===== config.mk =====
export PLATFORM = sky130hd
export DESIGN_NAME = multicycle_ctrl
export DESIGN_NICKNAME = d
export VERILOG_FILES = /design/src/rtl/multicycle_ctrl_pkg.sv /design/src/rtl/multicycle_out_dec.sv /design/src/rtl/multicycle_ctrl.sv
export SDC_FILE = /design/constraint.sdc
export NUM_CORES = 1
export LEC_CHECK = 0
export CORE_ASPECT_RATIO = 0.8
export CORE_UTILIZATION = 35
export CTS_CLUSTER_DIAMETER = 30
export CTS_CLUSTER_SIZE = 8
export DETAILED_ROUTE_END_ITERATION = 10
export PLACE_DENSITY = 0.65
export SYNTH_ARGS = -nofsm -noshare
export SYNTH_HDL_FRONTEND = slang
export SYNTH_SLANG_ARGS = --single-unit

===== constraint.sdc =====
create_clock -name clk_i -period 1.7 [get_ports clk_i]
set_input_delay 0.34 -clock clk_i [delete_from_list [all_inputs] [get_ports clk_i]]
set_output_delay 0.34 -clock clk_i [all_outputs]
set_load 0.05 [all_outputs]

===== src/rtl/multicycle_ctrl_pkg.sv =====
// Shared definitions for the multicycle controller: state encodings, opcodes,
// ALU operation classes and the bundle of datapath control signals.
package multicycle_ctrl_pkg;

  typedef enum logic [3:0] {
    IDLE     = 4'd0,
    FETCH    = 4'd1,
    DECODE   = 4'd2,
    MEM_ADDR = 4'd3,
    MEM_RD   = 4'd4,
    MEM_WB   = 4'd5,
    MEM_WR   = 4'd6,
    R_EXE    = 4'd7,
    R_WB     = 4'd8,
    I_EXE    = 4'd9,
    I_WB     = 4'd10,
    BRANCH   = 4'd11,
    JUMP     = 4'd12
  } state_t;

  localparam logic [5:0] OP_R    = 6'b000000;
  localparam logic [5:0] OP_ADDI = 6'b001000;
  localparam logic [5:0] OP_LW   = 6'b100011;
  localparam logic [5:0] OP_SW   = 6'b101011;
  localparam logic [5:0] OP_BEQ  = 6'b000100;
  localparam logic [5:0] OP_J    = 6'b000010;

  localparam logic [1:0] ALUOP_ADD   = 2'b00;
  localparam logic [1:0] ALUOP_SUB   = 2'b01;
  localparam logic [1:0] ALUOP_FUNCT = 2'b10;

  typedef struct packed {
    logic       pc_write;
    logic       ir_write;
    logic       mem_read;
    logic       mem_write;
    logic       iord;
    logic       reg_write;
    logic       mem_to_reg;
    logic       reg_dst;
    logic       alu_src_a;
    logic [1:0] alu_src_b;
    logic [1:0] alu_op;
    logic [1:0] pc_source;
  } ctrl_t;

  function automatic logic is_legal_op(logic [5:0] op);
    return op inside {OP_R, OP_ADDI, OP_LW, OP_SW, OP_BEQ, OP_J};
  endfunction

  // States whose exit back to FETCH completes an instruction.
  function automatic logic is_retire_state(state_t s);
    return s inside {MEM_WB, MEM_WR, R_WB, I_WB, BRANCH, JUMP};
  endfunction

endpackage


===== src/rtl/multicycle_out_dec.sv =====
// Combinational decode of the current controller state into datapath controls;
// mem_ready and zero are the only Mealy inputs, op only flags illegal opcodes.
module multicycle_out_dec
  import multicycle_ctrl_pkg::*;
(
  input  state_t     state,
  input  logic [5:0] op,
  input  logic       mem_ready,
  input  logic       zero,
  output ctrl_t      ctrl,
  output logic       illegal
);

  always_comb begin
    ctrl    = '0;
    illegal = 1'b0;
    case (state)
      FETCH: begin
        ctrl.mem_read  = 1'b1;
        ctrl.alu_src_b = 2'b01;
        ctrl.alu_op    = ALUOP_ADD;
        ctrl.ir_write  = mem_ready;
        ctrl.pc_write  = mem_ready;
      end
      DECODE: begin
        ctrl.alu_src_b = 2'b11;
        ctrl.alu_op    = ALUOP_ADD;
        illegal        = !is_legal_op(op);
      end
      MEM_ADDR, I_EXE: begin
        ctrl.alu_src_a = 1'b1;
        ctrl.alu_src_b = 2'b10;
        ctrl.alu_op    = ALUOP_ADD;
      end
      MEM_RD: begin
        ctrl.mem_read = 1'b1;
        ctrl.iord     = 1'b1;
      end
      MEM_WR: begin
        ctrl.mem_write = 1'b1;
        ctrl.iord      = 1'b1;
      end
      MEM_WB: begin
        ctrl.reg_write  = 1'b1;
        ctrl.mem_to_reg = 1'b1;
      end
      R_EXE: begin
        ctrl.alu_src_a = 1'b1;
        ctrl.alu_op    = ALUOP_FUNCT;
      end
      R_WB: begin
        ctrl.reg_write = 1'b1;
        ctrl.reg_dst   = 1'b1;
      end
      I_WB: ctrl.reg_write = 1'b1;
      BRANCH: begin
        ctrl.alu_src_a = 1'b1;
        ctrl.alu_op    = ALUOP_SUB;
        ctrl.pc_source = 2'b01;
        ctrl.pc_write  = zero;
      end
      JUMP: begin
        ctrl.pc_source = 2'b10;
        ctrl.pc_write  = 1'b1;
      end
      default: ;
    endcase
  end

endmodule


===== src/rtl/multicycle_ctrl.sv =====
// Multicycle CPU controller: FSM state register, next-state logic and a
// saturating retired-instruction counter; output decode lives in multicycle_out_dec.
module multicycle_ctrl
  import multicycle_ctrl_pkg::*;
(
  input  logic        clk_i,
  input  logic        rst_i,
  input  logic        start_i,
  input  logic [5:0]  Op_i,
  input  logic        Zero_i,
  input  logic        mem_ready_i,
  output logic        PCWrite_o,
  output logic        IRWrite_o,
  output logic        MemRead_o,
  output logic        MemWrite_o,
  output logic        IorD_o,
  output logic        RegWrite_o,
  output logic        MemtoReg_o,
  output logic        RegDst_o,
  output logic        ALUSrcA_o,
  output logic [1:0]  ALUSrcB_o,
  output logic [1:0]  ALUOp_o,
  output logic [1:0]  PCSource_o,
  output logic        illegal_o,
  output logic [3:0]  state_o,
  output logic [15:0] retire_cnt_o
);

  state_t      state;
  state_t      state_next;
  logic [15:0] retire_cnt;
  logic        retire;
  ctrl_t       ctrl;
  logic        illegal;

  always_ff @(posedge clk_i) begin
    if (!rst_i) begin
      state      <= IDLE;
      retire_cnt <= '0;
    end else begin
      state <= state_next;
      if (retire && (retire_cnt != 16'hFFFF)) begin
        retire_cnt <= retire_cnt + 16'd1;
      end
    end
  end

  always_comb begin
    state_next = IDLE;
    case (state)
      IDLE:     state_next = start_i ? FETCH : IDLE;
      FETCH:    state_next = mem_ready_i ? DECODE : FETCH;
      DECODE: begin
        case (Op_i)
          OP_R:         state_next = R_EXE;
          OP_ADDI:      state_next = I_EXE;
          OP_LW, OP_SW: state_next = MEM_ADDR;
          OP_BEQ:       state_next = BRANCH;
          OP_J:         state_next = JUMP;
          default:      state_next = FETCH;
        endcase
      end
      MEM_ADDR: state_next = (Op_i == OP_SW) ? MEM_WR : MEM_RD;
      MEM_RD:   state_next = mem_ready_i ? MEM_WB : MEM_RD;
      MEM_WR:   state_next = mem_ready_i ? FETCH : MEM_WR;
      R_EXE:    state_next = R_WB;
      I_EXE:    state_next = I_WB;
      MEM_WB, R_WB, I_WB, BRANCH, JUMP: state_next = FETCH;
      default:  state_next = IDLE;
    endcase
  end

  assign retire = (state_next == FETCH) && is_retire_state(state);

  multicycle_out_dec u_out_dec (
    .state     (state),
    .op        (Op_i),
    .mem_ready (mem_ready_i),
    .zero      (Zero_i),
    .ctrl      (ctrl),
    .illegal   (illegal)
  );

  // Write enables stay low while reset is held, even before the first reset edge.
  assign PCWrite_o    = ctrl.pc_write  & rst_i;
  assign IRWrite_o    = ctrl.ir_write  & rst_i;
  assign MemWrite_o   = ctrl.mem_write & rst_i;
  assign RegWrite_o   = ctrl.reg_write & rst_i;
  assign illegal_o    = illegal        & rst_i;
  assign MemRead_o    = ctrl.mem_read;
  assign IorD_o       = ctrl.iord;
  assign MemtoReg_o   = ctrl.mem_to_reg;
  assign RegDst_o     = ctrl.reg_dst;
  assign ALUSrcA_o    = ctrl.alu_src_a;
  assign ALUSrcB_o    = ctrl.alu_src_b;
  assign ALUOp_o      = ctrl.alu_op;
  assign PCSource_o   = ctrl.pc_source;
  assign state_o      = state;
  assign retire_cnt_o = retire_cnt;

endmodule


Word level (Yosys, flattened, before mapping) --
Cells that the tools add are included.
Cells by class: add/sub/neg operators 1, equality and inequality tests 19, mux-type cells 20, bitwise gates (word level) 5, reduce and logical (&&, ||, !) cells 14
Operators by type and width (number):
- $pmux 4 s9 | 1
- $eq 4x4->1 const B | 5
- $pmux 4 s5 | 1
- $add 16x1->16 const B | 1
- $eq 4x3->1 const B | 4
- $ne 16x16->1 const B | 1
- $eq 6x6->1 const B | 2
- $reduce_bool 6->1 | 2
- $mux 1 | 11
- $eq 4x1->1 const B | 2
- $eq 4x2->1 const B | 2
- $pmux 2 s2 | 2
- $reduce_or 2->1 | 4
- $eq 6x2->1 const B | 1
- $eq 6x3->1 const B | 1
- $eq 6x4->1 const B | 1
- $logic_not 6->1 | 1
- $pmux 2 s3 | 1
- $and 1x1->1 | 5
- $reduce_or 5->1 | 1
- $logic_not 4->1 | 1
- $mux 2 | 2
- $reduce_or 4->1 | 1
- $mux 3 | 1
- 4 further kinds | 5
Storage, ports and cells: register bits after elaboration 20, bits of input ports 11, output and inout bits 36, logic and storage cells 61

Longest topological paths before layout --
depth after elaboration 7, gate-level depth with buffers 8, gate-level depth less buffers 5

By module --
From an unflattened synthesis, not the netlist that was laid out.
Unflattened totals: cell total of the unflattened synthesis 190, area total of the unflattened synthesis 1508.9 um^2
Modules (own cells, without submodules):
- multicycle_ctrl | instances 1, cells each 158, area an instance 1266.2 um^2, sequential area each 400.4 um^2
- multicycle_out_dec | instances 1, cells each 32, area an instance 242.7 um^2, sequential area each 0.0 um^2

Least setup slack after synthesis --
Ideal clock, no wire load.
path kind reg2out, start point register state[2], in the netlist state_o[2], end point output illegal_o, arrival 3.478 ns, slack -2.118 ns, stages on the path, launching flop included 5, cell sequence dfxtp_1 buf_2 nor2_1 nand3_1 a2111oi_0
On the way: longest elaborated chain between the ends 3
Ends and longest elaborated chain:
- start, declared | line multicycle_ctrl.sv:29 | state_t state;
- start signal, assigned | line multicycle_ctrl.sv:41 | state <= state_next;
- $eq 4x2->1 | line multicycle_out_dec.sv:17 | case (state)
- $mux 1 | line multicycle_out_dec.sv:17
- $and 1x1->1 | line multicycle_ctrl.sv:89 | assign illegal_o = illegal & rst_i;
- end, declared | line multicycle_ctrl.sv:24 | output logic illegal_o,
No other way between the ends.

Worst setup path after layout --
start point register state[3], in the netlist state_o[3], end point output PCWrite_o
On the way: longest elaborated chain between the ends 3, elaborated cells on any way between the ends 5, classes of those cells 3 x eq/ne; 1 x mux; 1 x bitwise
Ends and longest elaborated chain:
- $eq 4x4->1 / $eq 4x1->1 (equally long branches) | line multicycle_out_dec.sv:17
- $pmux 1 s3 * | line multicycle_out_dec.sv:17
- $and 1x1->1 * | line multicycle_ctrl.sv:85 | assign PCWrite_o = ctrl.pc_write & rst_i;
- end, declared | line multicycle_ctrl.sv:12 | output logic PCWrite_o,
Mark *: on every way between the ends. The rest lies on a longest branch, timed or not.

==> run metrics <==
via/cell ratio between 5 and 6; critical path capture point type primary output; min-delay worst type register to register; setup violators final 30; Syn-to-layout area delta 126%; Critical Path, Cell by Cell buf_6 -> buf_8 -> nand2_4 -> nor2_2 -> a31oi_1 -> o2bb2ai_1 -> and2_4 -> buf_12; multiplexer share of the synthesized area 2.10%; top achievable clock speed 526 MHz; total nets after synthesis between 200 and 250; Initial Util between 30% and 40%; number of distinct library cells after synthesis 50; clock-pin slew reported for the worst setup and hold paths after clock tree synthesis approximately 0.080 ns; Slew HR a little under two thirds; setup repair after global routing missed its margin yes; total die area 4340 um2; first-pass GRT wire length about 8500 um; total routing resource utilization after global routing approximately 25%; remaining antenna violation count after routing 0; Max stage delay on crit path about 0.40 ns; max-slew violation count 0; GRT overflow 0; total vias in the final route between 2,000 and 2,500; Post-Synthesis Mean Instance Area about 7.3 um2; adder and majority cell fraction of the synthesized area 0.876%; core region area 3850 um2; max-cap violations 0; post-synthesis register bit count 20; number of H-tree levels 1; synthesized netlist cell count a little under 200; status finished with violations; kind of launch point of the worst setup path register; number of filler cells placed in the layout ~210; Max FO, Critical Path 8; CTS tree done; total power consumption of the routed design around 1.4 mW; flip-flop cell with the highest count after synthesis sky130_fd_sc_hd__dfxtp_1; number of warnings issued by yosys 0; ratio of cells with drive above 1 in the final layout between 50% and 60%; final worst setup slack -0.202 ns; number of optimization iterations in the first detailed-route pass 4; leakage component of the power 1.29 nW; antenna violations before repair 0; minimum clock period 1.90 ns; post-synth top area cell sky130_fd_sc_hd__dfxtp_1; async set or reset register ratio after synthesis 0%; DP Cell Count between 300 and 400; final hold violation count 0; CTS max path bufs 2; number of placement rows 20; CTS sink count 20; number of buffers added on ports 46; largest net degree at the start of global routing 16; Max Clock Skew 0.00323 ns; ratio of final minimum period to clock period 112%; post-synthesis xor/xnor area fraction under 10%; RD Place Congestion 0.774; initial detailed-routing violation count between 200 and 250; arrival time worst endpoint between 1.5 and 2 ns; Post-Layout Cell Count 366; proportion of synthesized chip area in sequential cells ~28%; power density cells 437 nW/um2; number of hold buffers added after CTS 0; ANT cells 0; leading post-synthesis cells by cell area sky130_fd_sc_hd__dfxtp_1 (28%), sky130_fd_sc_hd__a21oi_1 (6.7%), sky130_fd_sc_hd__nor2_1 (6.0%); combined area of all synthesized cells 1430 um2; Compound-Gate Fraction of Synth Area 23.4%; post-placement worst setup slack -0.381 ns; vias in the first global route 1,753; wire length per cell approximately 18 um; insertion delay of the later-clocked pin in the worst-skew pair approximately 0.26 ns; Chip Height slightly below 60 um; peak supply drop between 500 and 600 uV; total detailed-routing wirelength ~6700 um; detailed-route DRC error count 0; buffer cell driving the clock tree root sky130_fd_sc_hd__clkbuf_8; top cell family by delay on the critical path flip-flops; horizontal extent of the die between 70 and 80 um; worst setup path category register to primary output; count of buffering cells on the critical path with inverters included 3; HPWL after DPL ~3200 um; Post-synth EDFFs 0; post-synthesis simple-gate area fraction ~36%; violated checks setup timing; CTS buffer count 3; number of I/O pins 47; Yosys top cell area share between 20 and 30%; Tightest Pin Transition between 0.5 and 0.6 ns; layout net count 324; cell at the slowest stage of the critical path sky130_fd_sc_hd__dfxtp_4; Required @ worst endpoint approximately 1.4 ns; combinational family with the most area after synthesis simple AND/OR/NAND/NOR gates
## per-layer routing
metal / global-route usage (%) / up-vias / share of wire, %
li1: - / 957 / -
met1: 35.7 / 1012 / 41
met2: 41.0 / 89 / 50
met3: 4.59 / 14 / 6.5
met4: 4.12 / 0 / 1.8
met5: 0 / - / 0
## cells by family (layout without fill, tap and decap cells)
family / Yosys count / after routing
fa+ha+maj: 1 / 1
buf+inv: 21 / 136
mux: 3 / 3
simple gates: 96 / 97
flops: 20 / 20
xor+xnor: 4 / 4
compound gates: 50 / 50
## Yosys cell counts, types with 4 or more instances
cell,count
sky130_fd_sc_hd__o31ai_1,6
sky130_fd_sc_hd__nand3_1,9
sky130_fd_sc_hd__inv_1,7
sky130_fd_sc_hd__nor3_1,12
sky130_fd_sc_hd__nand2b_1,5
sky130_fd_sc_hd__and3_1,4
sky130_fd_sc_hd__clkbuf_1,5
sky130_fd_sc_hd__a21oi_1,19
sky130_fd_sc_hd__dfxtp_1,20
sky130_fd_sc_hd__or4_1,5
sky130_fd_sc_hd__nand2_1,18
sky130_fd_sc_hd__o21ai_0,6
sky130_fd_sc_hd__nor2_1,23
## repair_timing
item                       4_1_cts  5_1_grt
setup endpoints to repair       23       30
gates resized for setup         60       39
buffers inserted                18       17
gates cloned                     1        1
hold endpoints to repair         0        0
pin swaps                       18       13
## area by class of cell
type                            instances  area, um2  share of cell area, %
Sequential cell                        20        417                   12.9
Tap cell                               55       68.8                   2.13
Timing Repair Buffer                  125       1390                   43.1
Multi-Input combinational cell        155       1270                   39.3
Clock buffer                            4       55.1                   1.71
Inverter                                7       26.3                  0.815
## worst paths after layout
check | start | end | slack [ns] | cells past startpoint
worst min-delay path | retire_cnt_o[12]$_SDFFE_PN0P_ | retire_cnt_o[12]$_SDFFE_PN0P_ | 0.51 | 2
worst max-delay path | state_o[3]$_SDFF_PN0_ | PCWrite_o | -0.20 | 8
worst max register to register | state_o[3]$_SDFF_PN0_ | retire_cnt_o[14]$_SDFFE_PN0P_ | -0.14 | 7
worst min register to register | retire_cnt_o[12]$_SDFFE_PN0P_ | retire_cnt_o[12]$_SDFFE_PN0P_ | 0.51 | 2
## registers in the layout, summed over array words and instances (netlist names)
name,count
retire_cnt_o,16
state_o,4
## worst reg2reg max path: cells and delay by family, from the launching register on
family	cells	cell delay [ns]
flops	1	0.38
simple gates	4	0.89
xor+xnor	1	0.21
buf+inv	2	0.25
## where the power goes
group / internal [mW] / switching (mW) / total (mW)
clock network: 0.206 / 0.165 / 0.371
logic: 0.281 / 0.272 / 0.553
registers: 0.472 / 0.0142 / 0.486
total: 0.959 / 0.451 / 1.41
## placed cells by master, fill, tap and decap left out, drive strengths merged, types with 2 or more instances in the layout
cell / synthesis / final
o2111ai: 2 / 2
dfxtp: 20 / 20
o21a: 2 / 2
or4: 5 / 5
and3: 4 / 4
inv: 7 / 7
nand2: 18 / 18
and4b: 2 / 2
xnor2: 3 / 3
and4: 2 / 2
dlygate4sd2: 0 / 8
a21oi: 19 / 19
clkbuf: 6 / 6
nor2b: 3 / 3
a41oi: 2 / 2
buf: 8 / 113
nand2b: 5 / 5
nand4: 2 / 2
nor2: 23 / 23
nor3: 12 / 12
o21ai: 6 / 6
o31ai: 6 / 6
nor4: 3 / 3
mux2i: 3 / 3
or2: 1 / 2
o41ai: 2 / 2
nand3: 9 / 9
clkdlybuf4s50: 0 / 2
## stage by stage
stage / util (%) / TNS (ns) / hold WS [ns] / area [um2]
2_1_floorplan: - / -8.53 / 0.490 / 1570
6_report: 83.7 / -2.32 / 0.512 / 3220
3_3_place_gp: 64.6 / -4.81 / 0.481 / 2490
5_1_grt: 83.7 / -4.09 / 0.529 / 3220
4_1_cts: 75.7 / -0.547 / 0.516 / 2920
3_5_place_dp: 64.6 / -5.21 / 0.487 / 2490
No activity file was read; power rests on OpenSTA's default activity.
